[config.mk]
export PLATFORM = sky130hd
export DESIGN_NAME = fetch_unit_flat
export DESIGN_NICKNAME = d
export VERILOG_FILES = /design/src/rtl/fetch_unit_if.sv /design/src/rtl/fetch_unit.sv /design/src/flat_wrapper.sv
export SDC_FILE = /design/constraint.sdc
export NUM_CORES = 1
export LEC_CHECK = 0
export CORE_MARGIN = 5
export CORE_UTILIZATION = 49
export DETAILED_ROUTE_END_ITERATION = 10
export HOLD_SLACK_MARGIN = 0.12
export PLACE_DENSITY = 0.74
export SLEW_MARGIN = 20
export SYNTH_ARGS = -nofsm -noshare
export SYNTH_HDL_FRONTEND = slang
export SYNTH_SLANG_ARGS = --single-unit
[constraint.sdc]
create_clock -name i_Clock -period 7.1 [get_ports i_Clock]
set_input_delay 1.42 -clock i_Clock [delete_from_list [all_inputs] [get_ports i_Clock]]
set_output_delay 1.42 -clock i_Clock [all_outputs]
set_load 0.01 [all_outputs]
[src/rtl/fetch_unit_if.sv]
// fetch_unit_if: imem request/response, redirect and
// IF/ID valid/ready signals of the fetch stage.
interface fetch_unit_if;
  logic        o_IMemReqValid;
  logic        i_IMemReqReady;
  logic [31:0] o_IMemReqAddr;
  logic        i_IMemRespValid;
  logic [31:0] i_IMemRespData;
  logic        i_Redirect;
  logic [31:0] i_RedirectPC;
  logic        o_Valid;
  logic        i_Ready;
  logic [31:0] o_InstructionWord;
  logic [31:0] o_PC;
  logic        o_FetchFault;

  modport master (
    output o_IMemReqValid, o_IMemReqAddr,
    output o_Valid, o_InstructionWord,
    output o_PC, o_FetchFault,
    input  i_IMemReqReady, i_IMemRespValid,
    input  i_IMemRespData, i_Redirect,
    input  i_RedirectPC, i_Ready
  );

  modport slave (
    input  o_IMemReqValid, o_IMemReqAddr,
    input  o_Valid, o_InstructionWord,
    input  o_PC, o_FetchFault,
    output i_IMemReqReady, i_IMemRespValid,
    output i_IMemRespData, i_Redirect,
    output i_RedirectPC, i_Ready
  );
endinterface

[src/rtl/fetch_unit.sv]
// fetch_unit: owns the PC, issues imem word reads and
// queues returned words in order toward decode.
module fetch_unit #(
  parameter logic [31:0] RESET_PC    = 32'h0000_0000,
  parameter int          QUEUE_DEPTH = 2
) (
  input logic          i_Clock,
  input logic          i_Reset,
  fetch_unit_if.master bus
);
  localparam int AW = $clog2(QUEUE_DEPTH);
  localparam int CW = AW + 1;
  localparam int OW = CW + 2;

  logic [31:0]   pc;
  logic [CW-1:0] outstanding;
  logic [CW-1:0] discard;
  logic [CW-1:0] qcount;
  logic          halted;
  logic [AW-1:0] q_wr;
  logic [AW-1:0] q_rd;
  logic [AW-1:0] pf_wr;
  logic [AW-1:0] pf_rd;
  logic [31:0]   q_word  [QUEUE_DEPTH];
  logic [31:0]   q_pc    [QUEUE_DEPTH];
  logic          q_fault [QUEUE_DEPTH];
  logic [31:0]   pf_mem  [QUEUE_DEPTH];

  logic [OW-1:0] occ;
  logic          req_valid;
  logic          accept;
  logic          resp;
  logic          resp_drop;
  logic          resp_live;
  logic          head_valid;
  logic          consume;
  logic          misalign;

  // every slot counted up front so each response has room
  assign occ = OW'(outstanding) + OW'(discard)
             + OW'(qcount);
  assign req_valid = !i_Reset && !halted
                  && (occ < OW'(QUEUE_DEPTH));
  assign accept = req_valid && bus.i_IMemReqReady;
  assign resp = bus.i_IMemRespValid;
  assign resp_drop = resp && (discard != '0);
  assign resp_live = resp && (discard == '0)
                  && !bus.i_Redirect;
  assign head_valid = (qcount != '0);
  assign consume = head_valid && bus.i_Ready;
  assign misalign = (bus.i_RedirectPC[1:0] != 2'b00);

  assign bus.o_IMemReqValid = req_valid;
  assign bus.o_IMemReqAddr = pc;
  assign bus.o_Valid = head_valid;
  assign bus.o_InstructionWord =
    head_valid ? q_word[q_rd] : 32'h0;
  assign bus.o_PC = head_valid ? q_pc[q_rd] : 32'h0;
  assign bus.o_FetchFault =
    head_valid ? q_fault[q_rd] : 1'b0;

  // pc, counters, pointers and halt; redirect wins
  always_ff @(posedge i_Clock or posedge i_Reset) begin
    if (i_Reset) begin
      pc          <= RESET_PC;
      outstanding <= '0;
      discard     <= '0;
      qcount      <= '0;
      halted      <= 1'b0;
      q_wr        <= '0;
      q_rd        <= '0;
      pf_wr       <= '0;
      pf_rd       <= '0;
    end else if (bus.i_Redirect) begin
      discard <= CW'(OW'(discard) + OW'(outstanding)
               + OW'(accept) - OW'(resp));
      outstanding <= '0;
      pf_wr  <= '0;
      pf_rd  <= '0;
      q_rd   <= '0;
      halted <= misalign;
      if (misalign) begin
        qcount <= CW'(1);
        q_wr   <= AW'(1);
      end else begin
        qcount <= '0;
        q_wr   <= '0;
        pc     <= bus.i_RedirectPC;
      end
    end else begin
      if (accept) begin
        pc    <= pc + 32'd4;
        pf_wr <= pf_wr + AW'(1);
      end
      if (resp_live) begin
        pf_rd <= pf_rd + AW'(1);
        q_wr  <= q_wr + AW'(1);
      end
      if (consume) q_rd <= q_rd + AW'(1);
      if (resp_drop) discard <= discard - CW'(1);
      outstanding <= outstanding + CW'(accept)
                   - CW'(resp_live);
      qcount <= qcount + CW'(resp_live)
              - CW'(consume);
    end
  end

  // entry storage; validity comes from the counters
  always_ff @(posedge i_Clock) begin
    if (accept) pf_mem[pf_wr] <= pc;
    if (bus.i_Redirect && misalign) begin
      q_word[0]  <= 32'h0;
      q_pc[0]    <= bus.i_RedirectPC;
      q_fault[0] <= 1'b1;
    end else if (resp_live) begin
      q_word[q_wr]  <= bus.i_IMemRespData;
      q_pc[q_wr]    <= pf_mem[pf_rd];
      q_fault[q_wr] <= 1'b0;
    end
  end
endmodule
[src/flat_wrapper.sv]
// flat-port wrapper written by rule: the top's interface ports become plain ports
module fetch_unit_flat 
#(
  parameter logic [31:0] RESET_PC    = 32'h0000_0000,
  parameter int          QUEUE_DEPTH = 2
)
  (i_Clock, i_Reset, bus_o_IMemReqValid, bus_o_IMemReqAddr, bus_o_Valid, bus_o_InstructionWord, bus_o_PC, bus_o_FetchFault, bus_i_IMemReqReady, bus_i_IMemRespValid, bus_i_IMemRespData, bus_i_Redirect, bus_i_RedirectPC, bus_i_Ready);
  fetch_unit_if bus_i ();
  input logic i_Clock;
  input logic i_Reset;
  output wire logic [$bits(bus_i.o_IMemReqValid)-1:0] bus_o_IMemReqValid;
  output wire logic [$bits(bus_i.o_IMemReqAddr)-1:0] bus_o_IMemReqAddr;
  output wire logic [$bits(bus_i.o_Valid)-1:0] bus_o_Valid;
  output wire logic [$bits(bus_i.o_InstructionWord)-1:0] bus_o_InstructionWord;
  output wire logic [$bits(bus_i.o_PC)-1:0] bus_o_PC;
  output wire logic [$bits(bus_i.o_FetchFault)-1:0] bus_o_FetchFault;
  input wire logic [$bits(bus_i.i_IMemReqReady)-1:0] bus_i_IMemReqReady;
  input wire logic [$bits(bus_i.i_IMemRespValid)-1:0] bus_i_IMemRespValid;
  input wire logic [$bits(bus_i.i_IMemRespData)-1:0] bus_i_IMemRespData;
  input wire logic [$bits(bus_i.i_Redirect)-1:0] bus_i_Redirect;
  input wire logic [$bits(bus_i.i_RedirectPC)-1:0] bus_i_RedirectPC;
  input wire logic [$bits(bus_i.i_Ready)-1:0] bus_i_Ready;
  assign bus_o_IMemReqValid = bus_i.o_IMemReqValid;
  assign bus_o_IMemReqAddr = bus_i.o_IMemReqAddr;
  assign bus_o_Valid = bus_i.o_Valid;
  assign bus_o_InstructionWord = bus_i.o_InstructionWord;
  assign bus_o_PC = bus_i.o_PC;
  assign bus_o_FetchFault = bus_i.o_FetchFault;
  assign bus_i.i_IMemReqReady = bus_i_IMemReqReady;
  assign bus_i.i_IMemRespValid = bus_i_IMemRespValid;
  assign bus_i.i_IMemRespData = bus_i_IMemRespData;
  assign bus_i.i_Redirect = bus_i_Redirect;
  assign bus_i.i_RedirectPC = bus_i_RedirectPC;
  assign bus_i.i_Ready = bus_i_Ready;
  fetch_unit #(.RESET_PC(RESET_PC), .QUEUE_DEPTH(QUEUE_DEPTH)) u_core (.i_Clock(i_Clock), .i_Reset(i_Reset), .bus(bus_i));
endmodule
---- Word level (Yosys, flattened, before mapping) ----
Memory sizes are Yosys's and may differ from the RTL's.
Index checks and enable logic that the tools add are counted.
word-level totals
  bits in registers ....................... 43
  bits in writable memories ............... 194
  input port bits ......................... 70
  output and inout port bits .............. 99
  word-level logic and storage cells ...... 88
  memories ................................ 4
memory list
  memory          depth  width  rd ports  clocked after memory_dff  wr ports  line              source
  u_core.pf_mem   2      32     1         0                         1         fetch_unit.sv:27  logic [31:0] pf_mem [QUEUE_DEPTH];
  u_core.q_pc     2      32     1         0                         1         fetch_unit.sv:25  logic [31:0] q_pc [QUEUE_DEPTH];
  u_core.q_word   2      32     1         0                         1         fetch_unit.sv:24  logic [31:0] q_word [QUEUE_DEPTH];
  u_core.q_fault  2      1      1         0                         1         fetch_unit.sv:26  logic q_fault [QUEUE_DEPTH];
cells by class
  add/subtract/negate cells ............... 14
  magnitude comparators ................... 1
  equal/unequal tests ..................... 1
  mux-type cells .......................... 36
  reductions and logical operators ........ 23
operators with widths
  cell                                                                   count
  32-bit two-way mux                                                     7
  32-bit OR reduction                                                    2
  32-bit by 3-bit adder with 32-bit output (second input constant)       1
  1-bit two-way mux                                                      25
  2-bit nonzero test                                                     7
  1-bit logical AND                                                      8
  2-bit two-way mux                                                      4
  2-bit by 1-bit adder with 2-bit output                                 3
  2-bit by 1-bit subtractor with 2-bit output                            3
  1-bit adder (second input constant)                                    4
  3-bit by 2-bit adder with 4-bit output                                 1
  4-bit by 2-bit < comparator with 1-bit output (second input constant)  1
  2-bit by 2-bit adder with 3-bit output                                 1
  1-bit logical NOT                                                      3
  2-bit logical NOT                                                      1
  2-bit != test (second input constant)                                  1
  2-bit AND reduction                                                    1
  2-bit by 1-bit subtractor with 2-bit output (second input constant)    1
  1-bit OR reduction                                                     1

---- Logic depth before layout (Yosys ltp) ----
Gate-level depths: netlist of run 1.
  word-level depth ........................ 8
  gate-level depth with buffers ........... 14
  depth with buffers taken out ............ 14

---- Worst setup path before layout of run 1 ----
Ideal clock, no wire load.
  path type ............................... input to register
  start ................................... in bus_i_Redirect
  end ..................................... mem u_core.q_fault[0] (enable)
  setup time .............................. 578 ps
  arrival ................................. 6486 ps
  data required time ...................... 6522 ps
  path slack .............................. 37 ps
  stages on the path ...................... 4
  path buffers ............................ 2
  cell sequence ........................... buf_2 inv_2 buf_1 o21ai_0
on the way
  longest elaborated chain between the ends .. 7
  elaborated cells on any way between the ends .. 11
  those cells by class .................... mux: 7; reduce/logical: 4
RTL lines
  element                                  line                source
  start, declared                          flat_wrapper.sv:20  input wire logic [$bits(bus_i.i_Redirect)-1:0] bus_i_Redirect;
  1-bit logical NOT                        fetch_unit.sv:48    && !bus.i_Redirect;
  1-bit logical AND                        fetch_unit.sv:48
  1-bit two-way mux                        fetch_unit.sv:115   end else if (resp_live) begin
  1-bit two-way mux                        fetch_unit.sv:111   if (bus.i_Redirect && misalign) begin
  1-bit two-way mux (not written as such)  fetch_unit.sv:118   q_fault[q_wr] <= 1'b0;
  1-bit OR reduction (no source line)      -
  1-bit two-way mux (no source line)       -
  end, declared                            fetch_unit.sv:26
Several ways; a longest one is shown, not always the timed one.

---- Worst setup path after layout of run 1 ----
  start ................................... reg u_core.discard[0]
  end ..................................... out bus_o_IMemReqValid
on the way
  longest elaborated chain between the ends .. 4
RTL lines
  element                                        line                source
  start, declared                                fetch_unit.sv:17    logic [CW-1:0] discard;
  start signal, assigned                         fetch_unit.sv:75    discard <= CW'(OW'(discard) + OW'(outstanding)
  start signal, assigned                         fetch_unit.sv:100   if (resp_drop) discard <= discard - CW'(1);
  2-bit by 2-bit adder with 3-bit output         -
  3-bit by 2-bit adder with 4-bit output         fetch_unit.sv:41    + OW'(qcount);
  4-bit by 2-bit < comparator with 1-bit output  fetch_unit.sv:43    && (occ < OW'(QUEUE_DEPTH));
  1-bit logical AND                              fetch_unit.sv:43
  end, declared                                  flat_wrapper.sv:11  output wire logic [$bits(bus_i.o_IMemReqValid)-1:0] bus_o_IMemReqValid;
No other way between the ends.

==> impl_metrics.tcl, run 1 <==
set metrics [dict create \
    yosys_most_used_dff "edfxtp_1" \
    rsz0062_at_grt "false" \
    via_per_inst 5.63 \
    ys_warn_count 0 \
    period_needed_ns 4.72 \
    area_growth_pct 26.0 \
    synth_area_um2 10600 \
    ys_top_cells_by_area "edfxtp_1 (55%), dfrtp_1 (10%), mux2i_1 (9.8%)" \
    root_buffer "clkbuf_16" \
    p_sw_mw 1.42 \
    dieArea_um2 24600 \
    worst_path_most_repeated_cell "ha_1" \
    final-max-slew-violation-count 0 \
    clkSlewWorstSetupHoldPaths_ns 0.06 \
    skew_ns 0.00889 \
    crit_path_top_delay_cell "fa_1" \
    crit_family "adder cells" \
    cp.depth 7 \
    num_io_pins 169 \
    use_met2_pct 32.2 \
    fin_ws_ns 2.38 \
    first_iter_violations 554 \
    crit_path_max_incr_delay_ns 0.55 \
    crit_required_ns 5.68 \
    synth_edf_count 194 \
    core.rowCount 53 \
    clk_path_buf_depth 3 \
    via_count 7092 \
    core_area_um2 21100 \
    critPathCaptureType "output port" \
    antennaDiodeCount 0 \
    power.internal_mw 3.17 \
    post_cts_resized 0 \
    synth_top_area_share_pct 55.2 \
    gr-total-overflow 0 \
    ctsHoldBuffers 0 \
    worstSetupPathType "reg -> out" \
    hold-path-cell-count 0 \
    switching_share_pct 30.9 \
    cts_setup_buffers 0 \
    cap_violations 0 \
    fin_crit_sh_pct 66.5 \
    critical_path.startpoint_type "register" \
    drive_gt1_share_pct 7.72 \
    port_buffers 168 \
    power_density_nw_per_um2 345 \
    cp_cell_sequence "ha_1 -> fa_1 -> ha_1 -> nand3_1 -> a21o_1 -> and3_1 -> clkdlybuf4s50_1" \
    dp_cells 1215 \
    reg2reg_slack_ns 3.22 \
    antenna_found_initial 0 \
    postRouteAntennaNets 0 \
    grt_use_met3_pct 3.18 \
    comb_power_share_pct 31.3 \
    busiest_layer "met2" \
    final_cells 1260 \
    max_slew_margin_pct 31.1 \
    die_x_um 157 \
    tightest_slew_ns 1.03 \
    place_ws_ns 2.52 \
    first_pass_iters 5 \
    cts_buffers 25 \
    setup_viol 0 \
    gr-usage-met1_pct 27.5 \
    globalplace.congestion 0.886 \
    fin_nets 1049 \
    yosysSeqAreaShare_pct 65.4 \
    syn_nets 884 \
    remaining_drc_errors 0 \
    synthCells 802 \
    clkPwrFrac_pct 27.1 \
    clock-sinks 237 \
    routedWlPerCell_um 19.6 \
    n_fill_cell 1611 \
    avgSynthCellArea_um2 13.2 \
    grt_pass1_wl_mm 38.1 \
    grt_pass1_vias 6921 \
    power_leakage_nw 4.76 \
    multi_input_area_um2 3430 \
    critPathMaxFanout 13 \
    final.setup.tns_ns 0 \
    cts_tree "built" \
    insertion_delay_ns 0.52 \
    irDropWorstVdd_uv 240 \
    r2r_cells 9 \
    synthDistinctLibCells 59 \
    synth-seq-cells 237 \
    yosysTopAreaCell "edfxtp_1" \
    hpwlAfterDp_mm 16.5 \
    cp_num_buf_inv 1 \
    hold_slack_ns 0.514 \
    routed_wl_mm 24.6 \
    p_seq_share_pct 41.6 \
    fmax_ghz 0.212 \
    htreeDepth 1 \
    status "complete, no violations" \
    die_height_um 157 \
    async_flop_share_pct 18.1 \
    regArea_um2 6910 \
    min_path_type "reg -> reg" \
    initial_core_util_pct 50.1 \
    hold_viol_final 0 \
    gr-usage-all-layers_pct 19.6 \
    grt_max_degree 99 \
    cp_data_arrival_time_ns 3.30 \
]
## final cells by class
class                   count  share of cell area [%]
inverters                  19                   0.536
clock buffers              34                    5.03
clock inverters            11                   0.893
flip-flops and latches    237                    51.9
multi-input cells         505                    25.8
well taps                 275                    2.59
repair buffers            179                    13.3
## kinds of logic (layout without fill, tap and decap cells)
group                    count (synthesis)  after routing  synth area share, %
XOR/XNOR                                12             12                0.996
buffers and inverters                   60            243                 2.32
AND/OR/NAND/NOR                        270            270                 13.3
multiplexers                           104            104                 9.87
flip-flops                             237            237                 65.4
AO/OA/AOI/OAI                          107            107                 6.61
adder cells (fa/ha/maj)                 12             12                 1.56
## flip-flops by register name (all words and copies together) (netlist names)
register,count
u_core.pf_rd,1
u_core.q_wr,1
u_core.pf_wr,1
u_core.qcount,2
u_core.halted,1
u_core.outstanding,2
u_core.q_word,64
u_core.q_pc,64
u_core.bus.o_IMemReqAddr,32
u_core.discard,2
u_core.pf_mem,64
u_core.q_rd,1
u_core.q_fault,2
## power by group through the flow
stage	clock network, mW	registers (mW)	logic, mW
2_1_floorplan	0	1.86	0.823
4_1_cts	1.27	1.91	1.45
5_1_grt	1.33	1.93	1.57
3_3_place_gp	0	1.93	1.43
3_5_place_dp	0	1.94	1.45
6_report	1.25	1.91	1.44
## through the flow
stage	utilization (%)	instance area (µm²)	total power [mW]
floorplan	-	10600	2.69
global placement	59.4	12500	3.36
detailed placement	59.4	12500	3.39
CTS	63.1	13300	4.63
global route	63.1	13300	4.83
finish	63.1	13300	4.59
## cells in the final DEF, fill, tap and decap left out, drive strengths merged, types with 3 or more instances in the layout
cell	Yosys	final
edfxtp	194	194
clkdlybuf4s50	0	168
nor2	129	129
mux2i	103	103
a21oi	50	50
dfrtp	43	43
and2	38	38
clkbuf	19	34
nand3	23	23
nand2	22	22
inv	19	20
o21ai	12	12
buf	22	11
ha	10	10
nor3	10	10
nand4	10	10
xnor2	9	9
and3	9	9
and4	8	8
a211oi	8	8
clkinv	0	8
nor2b	6	6
o22ai	6	6
nor4	5	5
o221a	4	4
a311oi	4	4
xor2	3	3
a31oi	3	3
a221oi	3	3
nor3b	3	3
## cells in the mapped netlist (6+ instances only)
cell        n
a211oi_1    8
a21oi_1    48
and2_1     38
and3_1      9
and4_1      8
buf_1       8
buf_2      13
clkbuf_1   19
dfrtp_1    43
edfxtp_1  194
ha_1       10
inv_1      17
mux2i_1   103
nand2_1    20
nand3_1    23
nand4_1     6
nor2_1    128
nor2b_1     6
nor3_1      8
o21ai_0    12
o22ai_1     6
xnor2_1     9
## worst reg2reg max path, delay by kind of cell, from the launching register on
family / cells / cell delay, ns
AND/OR/NAND/NOR: 4 / 1.38
flip-flops: 1 / 0.38
buffers and inverters: 2 / 0.51
adder cells (fa/ha/maj): 3 / 1.27
## routing by layer
metal,part of all wire [%],wire (µm),vias to the layer above
met5,0,0,-
met4,2.3,573,0
met3,7.3,1800,47
met2,48,11900,288
met1,42,10400,3454
li1,-,-,3303
## worst paths after layout
path                                                    startpoint                             to
min                        u_core.bus.o_IMemReqAddr[1]$_DFFE_PP0P_  u_core.pf_mem[1][1]$_DFFE_PP_
max                                  u_core.discard[0]$_DFFE_PP0P_             bus_o_IMemReqValid
min in group asynchronous                                  i_Reset      u_core.halted$_DFFE_PP0P_
max reg2reg                          u_core.discard[0]$_DFFE_PP0P_  u_core.pf_mem[0][6]$_DFFE_PP_
max in group asynchronous                                  i_Reset        u_core.q_rd$_DFFE_PP0P_
min reg2reg                u_core.bus.o_IMemReqAddr[1]$_DFFE_PP0P_  u_core.pf_mem[1][1]$_DFFE_PP_
No activity file was read; power rests on OpenSTA's default activity.
==> inputs of run 2 (changes only) <==
Clock period 7.1 ns to 4.7 ns, I/O delays scaled along.
==> run 2 against run 1 <==
Compared with the run above:
- critical path depth stayed put
- clock power grew 51%
- clock skew grew 0.0059 ns
- combinational power grew 54%
- final area increased by 0.88%
- global-route usage up 0.80 points
- setup slack lost 1.9 ns
- critical endpoint unchanged
- sequential power grew 50%
- utilization grew 0.56 points
==> impl_metrics.tcl, run 2 (synthesis gave the netlist of run 1 again) <==
set metrics [dict create \
    cts_setup_buffers 0 \
    largest_registers "u_core.pf_mem (64), u_core.q_pc (64), u_core.q_word (64)" \
    worstReg2RegEnd "u_core.pf_mem[1][28]$_DFFE_PP_" \
    min_path_type "reg -> reg" \
    first_iter_violations 539 \
    root_buffer "clkbuf_16" \
    hold_viol_final 0 \
    core_area_um2 21100 \
    drive_gt1_share_pct 8.39 \
    final_common_cell "edfxtp_1" \
    cap_violations 0 \
    antennaDiodeCount 0 \
    rsz0062_at_grt "false" \
    irDropWorstVdd_uv 307 \
    period_needed_ns 4.20 \
    dp_cells 1220 \
    postRouteAntennaNets 0 \
    tightest_slew_ns 1.09 \
    core.rowCount 53 \
    fmax_ghz 0.238 \
    fin_nets 1053 \
    final-max-slew-violation-count 0 \
    final_cells 1264 \
    power_density_nw_per_um2 520 \
    globalplace.congestion 0.867 \
    n_fill_cell 1587 \
    grt_max_degree 68 \
    hp-start "u_core.bus.o_IMemReqAddr[0]$_DFFE_PP0P_" \
    area_growth_pct 27.2 \
    port_buffers 168 \
    final_cell_mix "edfxtp_1 (194), clkdlybuf4s50_1 (168), nor2_1 (126)" \
    fin_crit_sh_pct 89.5 \
    cts_tree "built" \
    antenna_found_initial 0 \
    first_pass_iters 5 \
    gr-total-overflow 0 \
    via_count 7020 \
    htreeDepth 1 \
    worstSetupPathType "reg -> out" \
    clock-sinks 237 \
    post_cts_resized 0 \
    final.setup.tns_ns 0 \
    via_per_inst 5.55 \
    cp_data_arrival_time_ns 3.26 \
    num_io_pins 169 \
    insertion_delay_ns 0.52 \
    hold-path-cell-count 0 \
    die_x_um 157 \
    remaining_drc_errors 0 \
    hpwlAfterDp_mm 16.3 \
    grt_pass1_vias 7096 \
    regArea_um2 6910 \
    routed_wl_mm 25.0 \
    status "complete, no violations" \
    clk_path_buf_depth 3 \
    power_leakage_nw 4.80 \
    cts_buffers 24 \
    grt_pass1_wl_mm 39.6 \
    critPathCaptureType "output port" \
    gr-usage-all-layers_pct 20.4 \
    reg2reg_slack_ns 1.17 \
    critical_path.startpoint_type "register" \
    r2r-start "u_core.discard[0]$_DFFE_PP0P_" \
    critPathMaxFanout 13 \
    initial_core_util_pct 50.1 \
    r2r_cells 8 \
    skew_ns 0.0148 \
    multi_input_area_um2 3430 \
    dieArea_um2 24600 \
    routedWlPerCell_um 19.8 \
    setup_viol 0 \
    ctsHoldBuffers 0 \
    hold_slack_ns 0.505 \
    hold_end "u_core.pf_mem[0][0]$_DFFE_PP_" \
    max_slew_margin_pct 27.2 \
    clkSlewWorstSetupHoldPaths_ns 0.06 \
    crit_required_ns 3.76 \
    die_height_um 157 \
]
==> run 2: worst max-delay path by stage <==
stage / startpoint / endpoint / slack [ns] / depth (start not counted)
after floorplan: u_core.discard[0]$_DFFE_PP0P_ / u_core.pf_mem[0][0]$_DFFE_PP_ / 0.79 / 8
after global placement: u_core.discard[0]$_DFFE_PP0P_ / bus_o_IMemReqValid / 1.10 / 7
after detailed placement: u_core.discard[0]$_DFFE_PP0P_ / bus_o_IMemReqValid / 1.04 / 7
after CTS: u_core.discard[0]$_DFFE_PP0P_ / bus_o_IMemReqValid / 0.48 / 7
after global routing: u_core.discard[0]$_DFFE_PP0P_ / bus_o_IMemReqValid / 0.37 / 7
final: u_core.discard[0]$_DFFE_PP0P_ / bus_o_IMemReqValid / 0.50 / 7
==> run 2: power by group <==
group / internal, mW / total [mW] / switching, mW
Sequential: 2.60 / 2.86 / 0.261
Clock: 1.12 / 1.89 / 0.774
Combinational: 1.10 / 2.22 / 1.12
==> run 2: worst max-delay path: stages (launching register included) <==
cell,delay (ns)
dfrtp_1,0.38
ha_1,0.22
fa_1,0.54
inv_1,0.08
fa_1,0.45
a21o_1,0.36
and3_1,0.25
clkdlybuf4s50_1,0.48
==> run 2: metrics by stage <==
| step | power (mW) | worst slack (ns) | cell area, µm² | utilization, % |
|---|---|---|---|---|
| 6_report | 6.98 | 0.495 | 13400 | 63.7 |
| 5_1_grt | 7.35 | 0.371 | 13400 | 63.7 |
| 4_1_cts | 7.05 | 0.485 | 13400 | 63.7 |
| 3_5_place_dp | 5.15 | 1.04 | 12600 | 59.9 |
| 3_3_place_gp | 5.07 | 1.10 | 12600 | 59.7 |
| 2_1_floorplan | 4.05 | 0.791 | 10600 | - |
==> run 2: final cells by class <==
| cell class | count | share of cell area, % |
|---|---|---|
| clock buffer | 28 | 4.97 |
| sequential | 237 | 51.4 |
| multi-input combinational | 505 | 25.6 |
| timing repair buffer | 184 | 13.9 |
| tap | 275 | 2.56 |
| clock inverter | 16 | 0.979 |
| inverter | 19 | 0.531 |
==> run 2: routing by layer <==
layer,vias up,part of all wire [%],global-route usage [%]
li1,3305,-,-
met5,-,0,0
met4,0,1.8,4.30
met1,3420,43,28.8
met2,252,48,33.6
met3,43,7.1,3.48
==> inputs of run 3 (changes only) <==
Settings changed: CELL_PAD_IN_SITES_DETAIL_PLACEMENT from default to 1, CELL_PAD_IN_SITES_GLOBAL_PLACEMENT from default to 1, CORE_UTILIZATION 49 to 44, PLACE_DENSITY 0.74 to default, PLACE_DENSITY_LB_ADDON from default to 0.1.
==> run 3 against run 2 <==
Compared with the run above:
- combinational power about the same
- global-route usage up 0.79 points
- clock skew down 0.00087 ns
- via count up 3.5%
- sequential power up 2%
- highest routed layer unchanged
- final cell count up 3.6%
==> impl_metrics.tcl, run 3 (synthesis gave the netlist of run 1 again) <==
set metrics [dict create \
    initial_core_util_pct 44.8 \
    fin_crit_sh_pct 91.9 \
    multi_input_area_um2 3430 \
    hp-start "u_core.bus.o_IMemReqAddr[1]$_DFFE_PP0P_" \
    critPathMaxFanout 13 \
    antenna_found_initial 0 \
    power_leakage_nw 4.80 \
    drive_gt1_share_pct 8.17 \
    period_needed_ns 4.32 \
    tightest_slew_ns 1.03 \
    largest_registers "u_core.pf_mem (64), u_core.q_pc (64), u_core.q_word (64)" \
    clock-sinks 237 \
    globalplace.congestion 0.838 \
    critPathCaptureType "output port" \
    first_iter_violations 580 \
    setup_viol 0 \
    crit_path_top_delay_cell "fa_1" \
    regArea_um2 6910 \
    area_growth_pct 27.7 \
    critical_path.startpoint_type "register" \
    clk_path_buf_depth 3 \
    first_pass_iters 4 \
    gr-usage-all-layers_pct 21.2 \
    cp_num_buf_inv 1 \
    grt_max_degree 68 \
    dieArea_um2 27200 \
    irDropWorstVdd_uv 319 \
    dp_cells 1262 \
    final_common_cell "edfxtp_1" \
    die_x_um 165 \
    switching_share_pct 31.6 \
    final-max-slew-violation-count 0 \
    cp_cell_sequence "ha_1 -> fa_1 -> ha_1 -> nand3_1 -> a21o_1 -> and3_1 -> clkdlybuf4s50_1" \
    r2r-start "u_core.discard[0]$_DFFE_PP0P_" \
    hold_viol_final 0 \
    crit_family "adder cells" \
    via_per_inst 5.55 \
    rsz0062_at_grt "false" \
    num_io_pins 169 \
    fin_nets 1054 \
    post_cts_resized 0 \
    remaining_drc_errors 0 \
    hpwlAfterDp_mm 19.1 \
    routedWlPerCell_um 22.0 \
    comb_power_share_pct 30.9 \
    p_sw_mw 2.26 \
    skew_ns 0.0139 \
    clkSlewWorstSetupHoldPaths_ns 0.06 \
    die_height_um 165 \
    worst_path_most_repeated_cell "ha_1" \
    cts_tree "built" \
    gr-total-overflow 0 \
    core_area_um2 23500 \
    cp_data_arrival_time_ns 3.38 \
    ctsHoldBuffers 0 \
    clkPwrFrac_pct 28.1 \
    n_fill_cell 2334 \
    cts_buffers 26 \
    core.rowCount 56 \
    via_count 7267 \
    fmax_ghz 0.232 \
    grt_pass1_wl_mm 44.6 \
    crit_required_ns 3.76 \
    final_cell_mix "edfxtp_1 (194), clkdlybuf4s50_1 (168), nor2_1 (126)" \
    status "complete, no violations" \
    worstSetupPathType "reg -> out" \
    p_seq_share_pct 41.0 \
    crit_path_max_incr_delay_ns 0.57 \
    htreeDepth 1 \
    power_density_nw_per_um2 530 \
    cts_setup_buffers 0 \
    final.setup.tns_ns 0 \
    port_buffers 168 \
    grt_pass1_vias 7878 \
    power.internal_mw 4.89 \
    root_buffer "clkbuf_16" \
    final_cells 1310 \
    startpoint "u_core.discard[0]$_DFFE_PP0P_" \
    insertion_delay_ns 0.53 \
    cap_violations 0 \
    antennaDiodeCount 0 \
    routed_wl_mm 28.8 \
    max_slew_margin_pct 31.2 \
    min_path_type "reg -> reg" \
    postRouteAntennaNets 0 \
]
## run 3: changes by cell type in the layout (fill, tap and decap cells not counted), sizes merged
cell | previous run | this run
clkbuf | 28 | 37
clkinv | 12 | 8
buf | 16 | 14
inv | 19 | 18
## run 3: worst reg2reg max path, cell delays in order (launching register included)
cell and delay, ns:
dfrtp_1 0.39, ha_1 0.22, fa_1 0.57, inv_1 0.09, fa_1 0.50, nor3b_2 0.23, and3_1 0.24, and3_1 0.71
buf_4 0.43
## run 3: worst paths after layout
check / endpoint / slack [ns] / cells after the start
max: bus_o_IMemReqValid / 0.38 / 7
min: u_core.pf_mem[1][1]$_DFFE_PP_ / 0.52 / 0
min reg2reg: u_core.pf_mem[1][1]$_DFFE_PP_ / 0.52 / 0
max in group asynchronous: u_core.outstanding[0]$_DFF_PP0_ / 3.24 / 4
min in group asynchronous: u_core.qcount[0]$_DFF_PP0_ / 0.71 / 2
max reg2reg: u_core.pf_mem[1][14]$_DFFE_PP_ / 0.99 / 8
## run 3: cell type report
type,count,share of cell area [%]
clock inverter,11,0.807
inverter,19,0.529
timing repair buffer,183,13.5
sequential,237,51.2
tap,319,2.96
clock buffer,36,5.48
multi-input combinational,505,25.5
## run 3: power by group through the flow
stage	combinational (mW)	sequential (mW)	clock [mW]
2_1_floorplan	1.24	2.81	0
3_3_place_gp	2.15	2.95	0
3_5_place_dp	2.22	2.97	0
4_1_cts	2.24	2.94	2.05
5_1_grt	2.40	2.97	2.15
6_report	2.21	2.93	2.01
## run 3: metrics by stage
step	util [%]	worst slack, ns	cell area, µm²	power, mW	hold WS [ns]
finish	57.3	0.383	13500	7.15	0.521
global route	57.3	0.314	13500	7.52	0.555
CTS	57.2	0.409	13500	7.23	0.518
detailed placement	53.6	0.964	12600	5.19	0.506
global placement	53.6	1.07	12600	5.10	0.488
floorplan	-	0.791	10600	4.05	0.487
## run 3: metal layers
metal / up-vias / routed length (µm) / global-route usage [%]
met1: 3650 / 11900 / 27.5
met4: 0 / 606 / 5.26
met3: 48 / 1780 / 3.47
met2: 247 / 14500 / 37.1
met5: - / 0 / 0
li1: 3322 / - / -
